File: src/rtl/time_set_ctrl_if.sv
// Button/tick inputs and time/display outputs of the time-setting controller.
//   tick_1hz        : one-cycle enable pulse, once per second
//   btn_mode        : debounced mode button (level, held for many cycles)
//   btn_inc         : debounced increment button (level)
//   hours           : 0..MAX_HOUR
//   minutes         : 0..MAX_MIN
//   seconds         : 0..MAX_MIN
//   mode            : 0 = RUN, 1 = SET_HR, 2 = SET_MIN
//   blink           : blank flag for the field under edit
// master drives the inputs and reads the time (display side / bench),
// slave is the controller itself.
interface time_set_ctrl_if;
    logic       tick_1hz;
    logic       btn_mode;
    logic       btn_inc;
    logic [4:0] hours;
    logic [5:0] minutes;
    logic [5:0] seconds;
    logic [1:0] mode;
    logic       blink;

    modport master (
        output tick_1hz, btn_mode, btn_inc,
        input  hours, minutes, seconds, mode, blink
    );

    modport slave (
        input  tick_1hz, btn_mode, btn_inc,
        output hours, minutes, seconds, mode, blink
    );
endinterface

File: src/rtl/time_set_ctrl.sv
// Time-keeping and time-setting controller for the digital clock.
// Counts hh:mm:ss on the 1 Hz tick in RUN; the mode button steps through
// RUN -> SET_HR -> SET_MIN -> RUN, and in the set states the increment button
// bumps the field under edit while the blink flag toggles once per tick.
//   clk_in : system clock, rising edge
//   rst_n  : asynchronous active-low reset
//   bus    : time_set_ctrl_if.slave (buttons, tick, time fields, mode, blink)
module time_set_ctrl #(
    parameter int unsigned MAX_HOUR = 23,
    parameter int unsigned MAX_MIN  = 59
) (
    input logic            clk_in,
    input logic            rst_n,
    time_set_ctrl_if.slave bus
);

    localparam logic [4:0] HourMax = 5'(MAX_HOUR);
    localparam logic [5:0] MinMax  = 6'(MAX_MIN);

    typedef enum logic [1:0] {
        StRun    = 2'd0,
        StSetHr  = 2'd1,
        StSetMin = 2'd2
    } state_e;

    state_e     state_q, state_d;
    logic [4:0] hours_q, hours_d;
    logic [5:0] minutes_q, minutes_d;
    logic [5:0] seconds_q, seconds_d;
    logic       blink_q, blink_d;

    // Two-stage edge detect per button.
    logic mode_b_q, mode_b_d, mode_b_qq, mode_b_qd;
    logic inc_b_q, inc_b_d, inc_b_qq, inc_b_qd;
    // Arm flags: set once the raw button has been seen low after reset, so a
    // button already held at reset release cannot fake a rising edge.
    logic mode_arm_q, mode_arm_d;
    logic inc_arm_q, inc_arm_d;

    logic mode_ev;
    logic inc_ev;

    always_comb begin
        mode_b_d   = bus.btn_mode;
        mode_b_qd  = mode_b_q;
        inc_b_d    = bus.btn_inc;
        inc_b_qd   = inc_b_q;
        mode_arm_d = mode_arm_q | ~bus.btn_mode;
        inc_arm_d  = inc_arm_q | ~bus.btn_inc;

        mode_ev = mode_b_q & ~mode_b_qq & mode_arm_q;
        inc_ev  = inc_b_q & ~inc_b_qq & inc_arm_q;
    end

    always_comb begin
        state_d   = state_q;
        hours_d   = hours_q;
        minutes_d = minutes_q;
        seconds_d = seconds_q;
        blink_d   = blink_q;

        unique case (state_q)
            StRun: begin
                // Tick and mode event on the same edge: both take effect.
                if (bus.tick_1hz) begin
                    if (seconds_q == MinMax) begin
                        seconds_d = '0;
                        if (minutes_q == MinMax) begin
                            minutes_d = '0;
                            hours_d   = (hours_q == HourMax) ? '0 : hours_q + 5'd1;
                        end else begin
                            minutes_d = minutes_q + 6'd1;
                        end
                    end else begin
                        seconds_d = seconds_q + 6'd1;
                    end
                end
                blink_d = 1'b0;
                if (mode_ev) begin
                    state_d = StSetHr;
                end
            end
            StSetHr: begin
                // Mode wins over a coincident increment.
                if (mode_ev) begin
                    state_d = StSetMin;
                    blink_d = 1'b0;
                end else begin
                    if (inc_ev) begin
                        hours_d = (hours_q == HourMax) ? '0 : hours_q + 5'd1;
                    end
                    if (bus.tick_1hz) begin
                        blink_d = ~blink_q;
                    end
                end
            end
            StSetMin: begin
                if (mode_ev) begin
                    state_d   = StRun;
                    seconds_d = '0;
                    blink_d   = 1'b0;
                end else begin
                    if (inc_ev) begin
                        minutes_d = (minutes_q == MinMax) ? '0 : minutes_q + 6'd1;
                    end
                    if (bus.tick_1hz) begin
                        blink_d = ~blink_q;
                    end
                end
            end
            default: begin
                state_d = StRun;
                blink_d = 1'b0;
            end
        endcase
    end

    always_ff @(posedge clk_in or negedge rst_n) begin
        if (!rst_n) begin
            state_q    <= StRun;
            hours_q    <= '0;
            minutes_q  <= '0;
            seconds_q  <= '0;
            blink_q    <= 1'b0;
            mode_b_q   <= 1'b0;
            mode_b_qq  <= 1'b0;
            inc_b_q    <= 1'b0;
            inc_b_qq   <= 1'b0;
            mode_arm_q <= 1'b0;
            inc_arm_q  <= 1'b0;
        end else begin
            state_q    <= state_d;
            hours_q    <= hours_d;
            minutes_q  <= minutes_d;
            seconds_q  <= seconds_d;
            blink_q    <= blink_d;
            mode_b_q   <= mode_b_d;
            mode_b_qq  <= mode_b_qd;
            inc_b_q    <= inc_b_d;
            inc_b_qq   <= inc_b_qd;
            mode_arm_q <= mode_arm_d;
            inc_arm_q  <= inc_arm_d;
        end
    end

    assign bus.hours   = hours_q;
    assign bus.minutes = minutes_q;
    assign bus.seconds = seconds_q;
    assign bus.mode    = state_q;
    assign bus.blink   = blink_q;

endmodule

File: src/flat_wrapper.sv
// flat-port wrapper written by rule: the top's interface ports become plain ports
module time_set_ctrl_flat 
#(
    parameter int unsigned MAX_HOUR = 23,
    parameter int unsigned MAX_MIN  = 59
)
  (clk_in, rst_n, bus_tick_1hz, bus_btn_mode, bus_btn_inc, bus_hours, bus_minutes, bus_seconds, bus_mode, bus_blink);
  time_set_ctrl_if bus_i ();
  input logic clk_in;
  input logic rst_n;
  input wire logic [$bits(bus_i.tick_1hz)-1:0] bus_tick_1hz;
  input wire logic [$bits(bus_i.btn_mode)-1:0] bus_btn_mode;
  input wire logic [$bits(bus_i.btn_inc)-1:0] bus_btn_inc;
  output wire logic [$bits(bus_i.hours)-1:0] bus_hours;
  output wire logic [$bits(bus_i.minutes)-1:0] bus_minutes;
  output wire logic [$bits(bus_i.seconds)-1:0] bus_seconds;
  output wire logic [$bits(bus_i.mode)-1:0] bus_mode;
  output wire logic [$bits(bus_i.blink)-1:0] bus_blink;
  assign bus_i.tick_1hz = bus_tick_1hz;
  assign bus_i.btn_mode = bus_btn_mode;
  assign bus_i.btn_inc = bus_btn_inc;
  assign bus_hours = bus_i.hours;
  assign bus_minutes = bus_i.minutes;
  assign bus_seconds = bus_i.seconds;
  assign bus_mode = bus_i.mode;
  assign bus_blink = bus_i.blink;
  time_set_ctrl #(.MAX_HOUR(MAX_HOUR), .MAX_MIN(MAX_MIN)) u_core (.clk_in(clk_in), .rst_n(rst_n), .bus(bus_i));
endmodule
File: config.mk
export PLATFORM = sky130hd
export DESIGN_NAME = time_set_ctrl_flat
export DESIGN_NICKNAME = d
export VERILOG_FILES = /design/src/rtl/time_set_ctrl_if.sv /design/src/rtl/time_set_ctrl.sv /design/src/flat_wrapper.sv
export SDC_FILE = /design/constraint.sdc
export NUM_CORES = 1
export LEC_CHECK = 0
export ABC_AREA = 1
export CAP_MARGIN = 20
export CORE_MARGIN = 2
export CORE_UTILIZATION = 47
export DETAILED_ROUTE_END_ITERATION = 8
export PLACE_DENSITY = 0.79
export SYNTH_ARGS = -nofsm -noshare
export SYNTH_HDL_FRONTEND = slang
export SYNTH_SLANG_ARGS = --single-unit
File: constraint.sdc
create_clock -name clk_in -period 1.5 [get_ports clk_in]
set_clock_uncertainty 0.15 [all_clocks]
set_input_delay 0.15 -clock clk_in [delete_from_list [all_inputs] [get_ports clk_in]]
set_output_delay 0.15 -clock clk_in [all_outputs]
set_load 0.05 [all_outputs]
==> key figures <==
Worst setup path
  – Worst EP required: 1.58 ns
  – Slowest cell on the critical path: dfrtp_2
  – CP Max Fanout: 6
  – Worst setup path start: u_core.bus.mode[1]$_DFFE_PN0P_
  – Endpoint type of the worst setup path: register
  – Arrival time at the worst endpoint: 1.76 ns
  – CP peak stage delay: about 0.46 ns
  – Startpoint types: register
  – Crit path cell chain: buf_6 > ha_4 > nand4_1 > nand2_2 > nand3b_1 > nand2_1 > nand2_1
  – Worst flop-to-flop path startpoint: u_core.bus.mode[1]$_DFFE_PN0P_
  – Setup CP Type: reg -> reg
  – Crit path top cell by count: nand2_1

Die
  – Die Area: approximately 0.0035 mm2
  – Die H: 59.0 um
  – Die width: 59.0 um
  – Core area: 0.00281 mm2
  – Initial core utilization: 0.506
  – Core Rows: 19
  – Io pins: 25

Routing
  – DR vias/cell: 5.52
  – Final WL: roughly 3800 um
  – First-pass iteration count of the detailed router: 6
  – DR DRC count: 1
  – Antenna Nets Post-Route: 0
  – Via count: between 1000 and 1500
  – DR WL/cell: between 10 and 15 um
  – Iteration-0 DRC Markers: 51

Timing
  – Fin crit period: ~1.7 ns
  – Hold Violations, Final: 0
  – Slew headroom: 0.776
  – Worst hold slack: between 0.015 and 0.02 ns
  – Setup Viol. Count Final: 17
  – RSZ-0062 raised after global routing: yes
  – FMAX: between 0.5 and 0.6 GHz
  – Final worst path period share: 1.12
  – Worst Slack Setup Final: -0.176 ns
  – Slew Limit Fails: 0
  – Slew @ Worst Pin: around 0.34 ns

Place
  – Gpl congestion: around 0.84
  – Place WS: -0.129 ns
  – Placed wire-length estimate: 2580 um
  – Port bufs: 24

Power and ir drop
  – VDD IR-drop max: about 1800 uV
  – Sw Share: 0.473
  – Pint: ~0.0028 W
  – Power share of the clock group: 0.092
  – Combinational power share: 0.678
  – Psw: around 0.0025 W
  – Pwr Density: roughly 2400 mW/mm2
  – Leakage power: roughly 1.1 nW
  – Sequential share of power: 0.230

Synth
  – Post-Synthesis Mean Instance Area: 7.76 um2
  – Post-synthesis cell type count: 18
  – Syn nets: 194
  – Post-synthesis sequential area ratio: 0.458
  – Flops & latches, synth: 26
  – Synth warn: 0
  – Post-Syn Instances: ~180
  – Post-Synthesis Cell Area: between 0.001 and 0.0015 mm2

Clocking
  – Clk Latency, worst-skew pair: about 0.33 ns
  – Clock slew at reported path FFs: around 0.15 ns
  – Maximum root-to-sink buffer count: 2
  – Post-CTS Hold Fix Bufs: 0
  – H-tree Lvls: 1
  – CTS buffer count: 3
  – TritonCTS clock tree: yes
  – Clock root cell: clkbuf_4
  – Clock Sink Count: 26

GRT
  – Initial antenna violation count: 0
  – Vias in the first global route: 1537
  – GR Overflow Total: 0
  – First-pass GRT wire length: 6490 um
  – GR Util All Layers: 0.246
  – Largest net degree at the start of global routing: 27

Cells and area
  – Final core utilization: 0.795
  – Share of layout cells above drive strength 1: 0.359
  – Synth-to-Final Area Change: 57.0%
  – Ant. Diodes: 0
  – Fillers: ~170
  – Nets: 243

Run status
  – Failing checks: design-rule violations, negative setup slack
  – Outcome: finished, violations left

Hold path
  – Hold Crit Class: in -> async

Flow run
  – Max-cap viol count: 0
## timing repair
| action | in CTS | in global routing |
|---|---|---|
| resized for setup | 12 | 2 |
| endpoints found under the hold margin | 0 | 0 |
| setup buffers | 3 | 2 |
| pin swaps | 17 | 8 |
| setup endpoints to repair | 18 | 20 |
## flip-flops by register name (all words and copies together) (netlist names), 2 cells and up
| register | flops |
|---|---|
| u_core.bus.hours | 5 |
| u_core.bus.mode | 2 |
| u_core.bus.seconds | 6 |
| u_core.bus.minutes | 6 |
## critical path, delay by kind of cell, from the launching register on
kind	cells	cell delay (ns)
adders and majority gates	1	0.16
DFF	1	0.46
buffers and inverters	1	0.13
and+or+nand+nor	5	0.68
## synthesized netlist by cell type, drive strengths merged
cell type / instances / area, um2
o21bai: 1 / 7.51
nand3b: 2 / 15.0
xor2: 6 / 52.6
nand4: 5 / 31.3
dfrtp: 26 / 651
a21oi: 4 / 20.0
nor2: 22 / 97.6
and3: 1 / 6.26
ha: 6 / 75.1
nand3: 15 / 80.1
o21ai: 13 / 68.8
inv: 24 / 90.1
nand2: 56 / 213
or2: 2 / 12.5
## through the flow
step | cells | instance area, um2 | TNS (ns) | power [W]
final | 262 | 2230 | -1.97 | 0.00528
after CTS | 261 | 2210 | -0.986 | 0.00519
after global routing | 262 | 2230 | -3.53 | 0.00558
after detailed placement | 254 | 2090 | -1.25 | 0.00447
after floorplan | 183 | 1490 | -1.86 | 0.00296
after global placement | 254 | 2090 | -0.619 | 0.00433
## area by class of cell
cell class                 count  area, um2  area share
clock buffer                   3       22.5      0.0101
clock inverter                 1       30.0      0.0135
inverter                      24       95.1      0.0426
multi-input combinational    133        782       0.351
sequential                    26        667       0.299
tap                           31       38.8      0.0174
timing repair buffer          44        594       0.267
## metal layers
layer	vias up	wire (um)	track usage
met5	-	0	0
met4	0	172	0.175
met3	20	175	0.0328
met2	61	2010	0.438
met1	685	1480	0.265
li1	679	-	-
## power by group through the flow
stage	registers, W	clock network, W	logic, W
2_1_floorplan	0.00188	0	0.00108
4_1_cts	0.00121	0.000496	0.00349
6_report	0.00121	0.000487	0.00358
3_5_place_dp	0.00122	0	0.00325
3_3_place_gp	0.00120	0	0.00313
5_1_grt	0.00124	0.000527	0.00381
## worst paths after layout
check,endpoint,slack [ns],cells past startpoint
hold reg to reg,u_core.inc_b_qq$_DFF_PN0_,0.28,0
setup reg to reg,u_core.bus.minutes[4]$_DFFE_PN0P_,-0.18,7
hold / removal,u_core.bus.blink$_DFFE_PN0P_,0.02,2
max in group asynchronous,u_core.bus.seconds[5]$_DFFE_PN0P_,0.91,2
min in group clk_in,u_core.mode_b_q$_DFF_PN0_,0.12,1
setup / recovery,u_core.bus.minutes[4]$_DFFE_PN0P_,-0.18,7
## cells in the final DEF, fill, tap and decap left out, types with 4 or more instances in the layout
cell type,Yosys,routed
nand3_1,14,13
o21ai_1,0,6
a21oi_1,4,4
inv_1,24,18
buf_12,0,20
dfrtp_1,26,13
buf_4,0,19
xor2_1,6,6
nor2_1,20,16
nand4_1,5,5
clkdlybuf4s50_1,0,4
ha_4,0,5
nand2_1,55,52
o21ai_0,12,6
inv_2,0,4
dfrtp_2,0,13
## logic make-up (layout without fill, tap and decap cells)
logic type,Yosys count,in the layout,share of synthesized area
AND/OR/NAND/NOR,103,103,0.321
flip-flops,26,26,0.458
buffers and inverters,24,72,0.0634
AO/OA/AOI/OAI,18,18,0.0678
adder cells (fa/ha/maj),6,6,0.0529
XOR/XNOR,6,6,0.0370
Power figures use the tool's default switching activity.
